<file path="src/rtl/wb_pkg.sv">
// wb_pkg: shared state encodings, default widths and legacy source indices for the write-back selector
package wb_pkg;
   typedef enum logic [1:0] {EMPTY = 2'd0, ONE = 2'd1, FULL = 2'd2} wb_state_t;
   localparam int WB_WIDTH  = 32;
   localparam int WB_ADDR_W = 5;
   localparam int ALUOUT    = 0;
   localparam int LO        = 1;
   localparam int HI        = 2;
   localparam int LTSIGNEXT = 3;
   localparam int SHIFTL4   = 4;
   localparam int SHIFTREG  = 5;
   localparam int SRC_RSVD  = 6;
   localparam int SETSIZE   = 7;
endpackage

</file>
<file path="src/rtl/wb_src_mux.sv">
// wb_src_mux: combinational NUM_SRC:1 selector, zero output and illegal flag when sel >= NUM_SRC
//   sel      - source index
//   src_data - flattened sources, source 0 in the LSBs
//   data     - selected source (0 when illegal)
//   illegal  - sel is out of range
module wb_src_mux #(
   parameter int WIDTH   = 32,
   parameter int NUM_SRC = 8,
   parameter int SEL_W   = 3
) (
   input  logic [SEL_W-1:0]         sel,
   input  logic [NUM_SRC*WIDTH-1:0] src_data,
   output logic [WIDTH-1:0]         data,
   output logic                     illegal
);
   always_comb begin
      illegal = int'(sel) >= NUM_SRC;
      data = '0;
      for (int i = 0; i < NUM_SRC; i++)
         if (sel == SEL_W'(i)) data = src_data[i*WIDTH +: WIDTH];
   end
endmodule

</file>
<file path="src/rtl/wb_select_pipe.sv">
// wb_select_pipe: register-file write-data selector with a 2-entry skid buffer on the output
//   clk/reset            - clock, synchronous active-high reset
//   in_valid/in_ready    - upstream handshake; in_ready depends only on buffer state
//   sel/src_data/in_dest - source select, flattened sources, destination index
//   out_valid/out_ready  - downstream handshake
//   out_data/out_dest    - head entry, held stable while stalled
//   sel_err/sel_err_clr  - sticky illegal-select flag and its clear (set wins)
//   xfer_cnt             - wrapping count of output transfers
module wb_select_pipe
   import wb_pkg::*;
#(
   parameter int WIDTH         = WB_WIDTH,
   parameter int NUM_SRC       = 8,
   parameter int SEL_W         = 3,
   parameter int ADDR_W        = WB_ADDR_W,
   parameter int ZERO_SUPPRESS = 1
) (
   input  logic                     clk,
   input  logic                     reset,
   input  logic                     in_valid,
   output logic                     in_ready,
   input  logic [SEL_W-1:0]         sel,
   input  logic [NUM_SRC*WIDTH-1:0] src_data,
   input  logic [ADDR_W-1:0]        in_dest,
   output logic                     out_valid,
   input  logic                     out_ready,
   output logic [WIDTH-1:0]         out_data,
   output logic [ADDR_W-1:0]        out_dest,
   output logic                     sel_err,
   input  logic                     sel_err_clr,
   output logic [15:0]              xfer_cnt
);
   if (NUM_SRC < 2 || NUM_SRC > 16 || (1 << SEL_W) < NUM_SRC) begin : g_bad_cfg
      $error("wb_select_pipe: NUM_SRC must be 2..16 and fit in SEL_W bits");
   end

   wb_state_t state_q, state_d;
   logic [WIDTH-1:0] mux_data, new_data, skid_data;
   logic [ADDR_W-1:0] skid_dest;
   logic illegal, in_xfer, out_xfer, load_main, load_skid, skid_to_main;

   wb_src_mux #(.WIDTH(WIDTH), .NUM_SRC(NUM_SRC), .SEL_W(SEL_W)) u_mux (
      .sel(sel),
      .src_data(src_data),
      .data(mux_data),
      .illegal(illegal)
   );

   // Writes to register 0 carry zero data so a downstream port without its own guard stays safe
   assign new_data  = (ZERO_SUPPRESS != 0 && in_dest == '0) ? '0 : mux_data;
   assign in_ready  = !reset && state_q != FULL;
   assign out_valid = state_q != EMPTY;
   assign in_xfer   = in_valid && in_ready;
   assign out_xfer  = out_valid && out_ready;

   always_comb begin
      state_d = state_q;
      load_main = 1'b0;
      load_skid = 1'b0;
      skid_to_main = 1'b0;
      case (state_q)
         EMPTY: begin
            load_main = in_xfer;
            state_d = in_xfer ? ONE : EMPTY;
         end
         ONE: begin
            load_main = in_xfer && out_xfer;
            load_skid = in_xfer && !out_xfer;
            state_d = load_skid ? FULL : (out_xfer && !in_xfer) ? EMPTY : ONE;
         end
         FULL: begin
            skid_to_main = out_xfer;
            state_d = out_xfer ? ONE : FULL;
         end
         default: state_d = EMPTY;
      endcase
   end

   always_ff @(posedge clk) begin
      if (reset) begin
         state_q   <= EMPTY;
         out_data  <= '0;
         out_dest  <= '0;
         skid_data <= '0;
         skid_dest <= '0;
         sel_err   <= 1'b0;
         xfer_cnt  <= '0;
      end else begin
         state_q <= state_d;
         if (load_main) begin
            out_data <= new_data;
            out_dest <= in_dest;
         end else if (skid_to_main) begin
            out_data <= skid_data;
            out_dest <= skid_dest;
         end
         if (load_skid) begin
            skid_data <= new_data;
            skid_dest <= in_dest;
         end
         sel_err <= (in_xfer && illegal) || (sel_err && !sel_err_clr);
         if (out_xfer) xfer_cnt <= xfer_cnt + 16'd1;
      end
   end
endmodule

</file>
<file path="config.mk">
export PLATFORM = sky130hd
export DESIGN_NAME = wb_select_pipe
export DESIGN_NICKNAME = d
export VERILOG_FILES = /design/src/rtl/wb_pkg.sv /design/src/rtl/wb_src_mux.sv /design/src/rtl/wb_select_pipe.sv
export SDC_FILE = /design/constraint.sdc
export NUM_CORES = 1
export LEC_CHECK = 0
export ABC_AREA = 1
export CAP_MARGIN = 20
export CORE_MARGIN = 8
export CORE_UTILIZATION = 35
export DETAILED_ROUTE_END_ITERATION = 12
export HOLD_SLACK_MARGIN = 0.05
export PLACE_DENSITY = 0.8
export SYNTH_ARGS = -nofsm -noshare
export SYNTH_HDL_FRONTEND = slang
export SYNTH_HIERARCHICAL = 1
export SYNTH_SLANG_ARGS = --single-unit
</file>
<file path="constraint.sdc">
create_clock -name clk -period 1.3 [get_ports clk]
set_clock_uncertainty 0.05 [all_clocks]
set_input_delay 0.13 -clock clk [delete_from_list [all_inputs] [get_ports clk]]
set_output_delay 0.13 -clock clk [all_outputs]
set_load 0.01 [all_outputs]
</file>
==> impl_metrics.csv, run 1 <==
group,metric,value,unit
timing,setup_viol_count_final,81,
timing,hold_viol,0,
clocking,cts_max_path_buffers,2,
global_routing,antenna_found_initial,6,
place,post-dp-hpwl,24600,um
timing,worstMarginPinSlew,0.760,ns
power,power_leakage,5.28,nW
layout,final_core_util,67.0,%
power,power_density,718,nW/um^2
floorplan,dieHeight,151,um
critical_path,path_class,"in -> reg",
hold_path,hp-start,"in_dest[3]",
power,combPwrFrac,32.6,%
routing,route.detailed.drc,0,
layout,layout.nets,1756,
critical_path,crit_family,"simple AND/OR/NAND/NOR gates",
status,violations,"negative setup slack",
floorplan,start_util,35.7,%
yosys,syn_nets,1360,
clocking,cts_buffers,9,
global_routing,grt_pass1_wl,50600,um
timing,rsz0062_at_grt,"true",
clocking,h-tree-depth,3,
critical_path,cpPeakStageDelay,0.23,ns
critical_path,crit_start,"sel[0]",
yosys,ys_types,28,
layout,layout-drive-gt1-share,20.1,%
timing,fin_ws,-0.258,ns
critical_path,cp.arrival,1.71,ns
yosys,synth_edf_count,0,
power,p_switching,2.50,mW
floorplan,rows,49,
yosys,synthFlopType,"dfxtp_1",
hold_path,hold_class,"in -> reg",
status,status,"finished with violations",
routing,drtAntennaViolNets,0,
clocking,clockRootBuffer,"clkbuf_16",
critical_path,r2r-start,"state_q[0]",
global_routing,grt_max_degree,61,
timing,finalCritPeriodShare,120,%
critical_path,critical_path.max_fanout,16,
global_routing,grt_pass1_vias,9005,
routing,drt_wl_total,35200,um
routing,wl_per_cell,20.4,um
critical_path,setup.worst_path.start_class,"input port",
run,maxCapViolCount,0,
place,gp_congestion,1.01,
yosys,syn_inst,1090,
yosys,yosysSeqAreaShare,29.0,%
timing,tns,-14.44,ns
yosys,synthArstFlopShare,0,%
timing,max_freq,642,MHz
critical_path,crit_buf_inv,4,
timing,slew-limit-headroom,49.3,%
floorplan,dieArea,22900,sq um
yosys,ys.warnings.count,6,
power,clkPwrFrac,32.8,%
power,peakVddDrop,0.000640,V
critical_path,crit_chain,"buf_2, inv_2, buf_4, nand4_1, nand4_1, nor2_2, nand4_1, nand2_1, inv_1, nand2_1, nand2_1, nor2_1, nor2_1",
critical_path,cp.required,1.45,ns
clocking,path_clk_slew,0.07,ns
yosys,syn_area,6420,sq um
clocking,insertion_delay,0.35,ns
yosys,synth_area_per_cell,5.89,sq um
floorplan,io_pins,325,
routing,vias,9193,
power,total_power,8.64,mW
routing,drtIter0Drc,775,
global_routing,grt_overflow,0,
routing,via_per_inst,5.33,
clocking,clock_sinks,93,
timing,drv_slew,0,
routing,drt_pass1_iterations,6,
timing,hold_ws,0.365,ns
floorplan,design.core.area,18000,sq um
power,p_seq_share,34.6,%
power,power.internal,6.14,mW
yosys,synth-seq-cells,93,
clocking,cts_tree,"yes",
place,io_buffer_count,324,
power,switching_share,28.9,%
critical_path,endpoint_kind,"register",
floorplan,die-width,151,um
layout,area_delta_synth_final,87.5,%
critical_path,slowest_stage,"buf_4",
timing,period_needed,1.56,ns
global_routing,grt_usage,28.7,%
[per-layer routing]
| metal | global-route usage, % | share of wire [%] | up-vias |
|---|---|---|---|
| met2 | 48.7 | 48 | 468 |
| met1 | 33.4 | 39 | 4246 |
| li1 | - | - | 4380 |
| met5 | 0 | 0.043 | - |
| met3 | 6.80 | 8.7 | 97 |
| met4 | 14.1 | 4.6 | 2 |
[area by class of cell]
type	instances	area, sq um
multi-input combinational	788	4150
clock buffer	9	225
clock inverter	7	90.1
fill	1510	5930
inverter	128	490
timing repair buffer	466	4920
tap	229	287
sequential	93	1870
antenna	5	12.5
[cell usage in the layout (no fill, tap or decap), types with 3 or more instances in the layout]
cell type	n
clkdlybuf4s50_1	264
dfxtp_1	88
dfxtp_2	4
buf_8	9
buf_2	5
inv_2	10
a21oi_1	20
a21oi_2	17
o21ai_1	7
nor2_4	16
nand2_4	4
clkinv_2	3
nand2_2	18
nor3_1	5
buf_16	13
a211oi_2	13
buf_6	14
nand4_1	165
nand3_1	34
diode_2	5
o21ai_0	5
nand3_2	6
inv_1	116
nor3_4	3
dlygate4sd2_1	54
buf_4	83
nor2_2	26
nor2_1	181
buf_12	18
nand2_1	245
o21ai_2	10
clkbuf_16	13
[cell usage after synthesis, types with 5 or more instances]
| cell type | n | share of area (%) |
|---|---|---|
| nand2_1 | 266 | 16 |
| nor2_1 | 219 | 13 |
| nand4_1 | 165 | 16 |
| inv_1 | 122 | 7.1 |
| dfxtp_1 | 93 | 29 |
| clkbuf_1 | 41 | 2.4 |
| nand3_1 | 41 | 3.2 |
| a21oi_1 | 37 | 2.9 |
| o21ai_0 | 24 | 1.9 |
| buf_2 | 21 | 1.6 |
| a211oi_2 | 12 | 2.3 |
| buf_1 | 10 | 0.58 |
| buf_4 | 7 | 0.82 |
| inv_2 | 6 | 0.35 |
| nor3_1 | 5 | 0.39 |
[worst min-delay path: cells and delay by family]
kind	cells	cell delay (ns)
compound gates	1	0.06
buf+inv	2	0.53
[state kept, by name (all words and copies together) (netlist names)]
name and cells:
skid_data 32, skid_dest 5, out_dest 5, state_q 2, out_data 32, sel_err 1
xfer_cnt 16
[logic make-up after synthesis]
logic type	Yosys count	synth area share, %
AOI/OAI and AO/OA	80	7.97
adders and majority gates	1	0.195
buffers and inverters	209	13.3
DFF	93	29.0
other	1	0.0584
and+or+nand+nor	706	49.5
[per-stage QoR]
stage | setup WS, ns | instances | cell area, sq um
floorplan | -0.0145 | 1090 | 6570
global placement | -0.941 | 1647 | 10400
detailed placement | -0.964 | 1647 | 10400
CTS | -0.210 | 1709 | 11600
global route | -0.349 | 1724 | 12000
finish | -0.258 | 1725 | 12000
[power groups by stage]
stage	clock network (mW)	logic [mW]	registers, mW
3_5_place_dp	0	2.38	3.05
2_1_floorplan	0	0.921	3.07
6_report	2.83	2.81	2.99
4_1_cts	2.88	2.67	2.99
5_1_grt	3.01	2.99	3.00
3_3_place_gp	0	2.37	3.05
[what timing repair did]
action,CTS,global route
endpoints found under the hold margin,1,0
setup endpoints to repair,142,89
resized for setup,166,97
cloned,16,4
pin swaps,85,74
hold buffers,1,0
setup buffers,29,9
[final timing paths]
kind,to,slack [ns],depth (start not counted)
hold reg to reg,sel_err,0.41,2
setup / recovery,out_data[4],-0.26,13
setup reg to reg,skid_data[5],-0.25,9
hold / removal,skid_dest[3],0.37,3
Power figures use the tool's default switching activity.
==> run 2, diff against run 1 <==
Settings changed: CTS_CLUSTER_DIAMETER set to 50, SLEW_MARGIN set to 25.
==> results of run 2 <==
No change in the layout: final DEF, timing and power equal those of run 1.
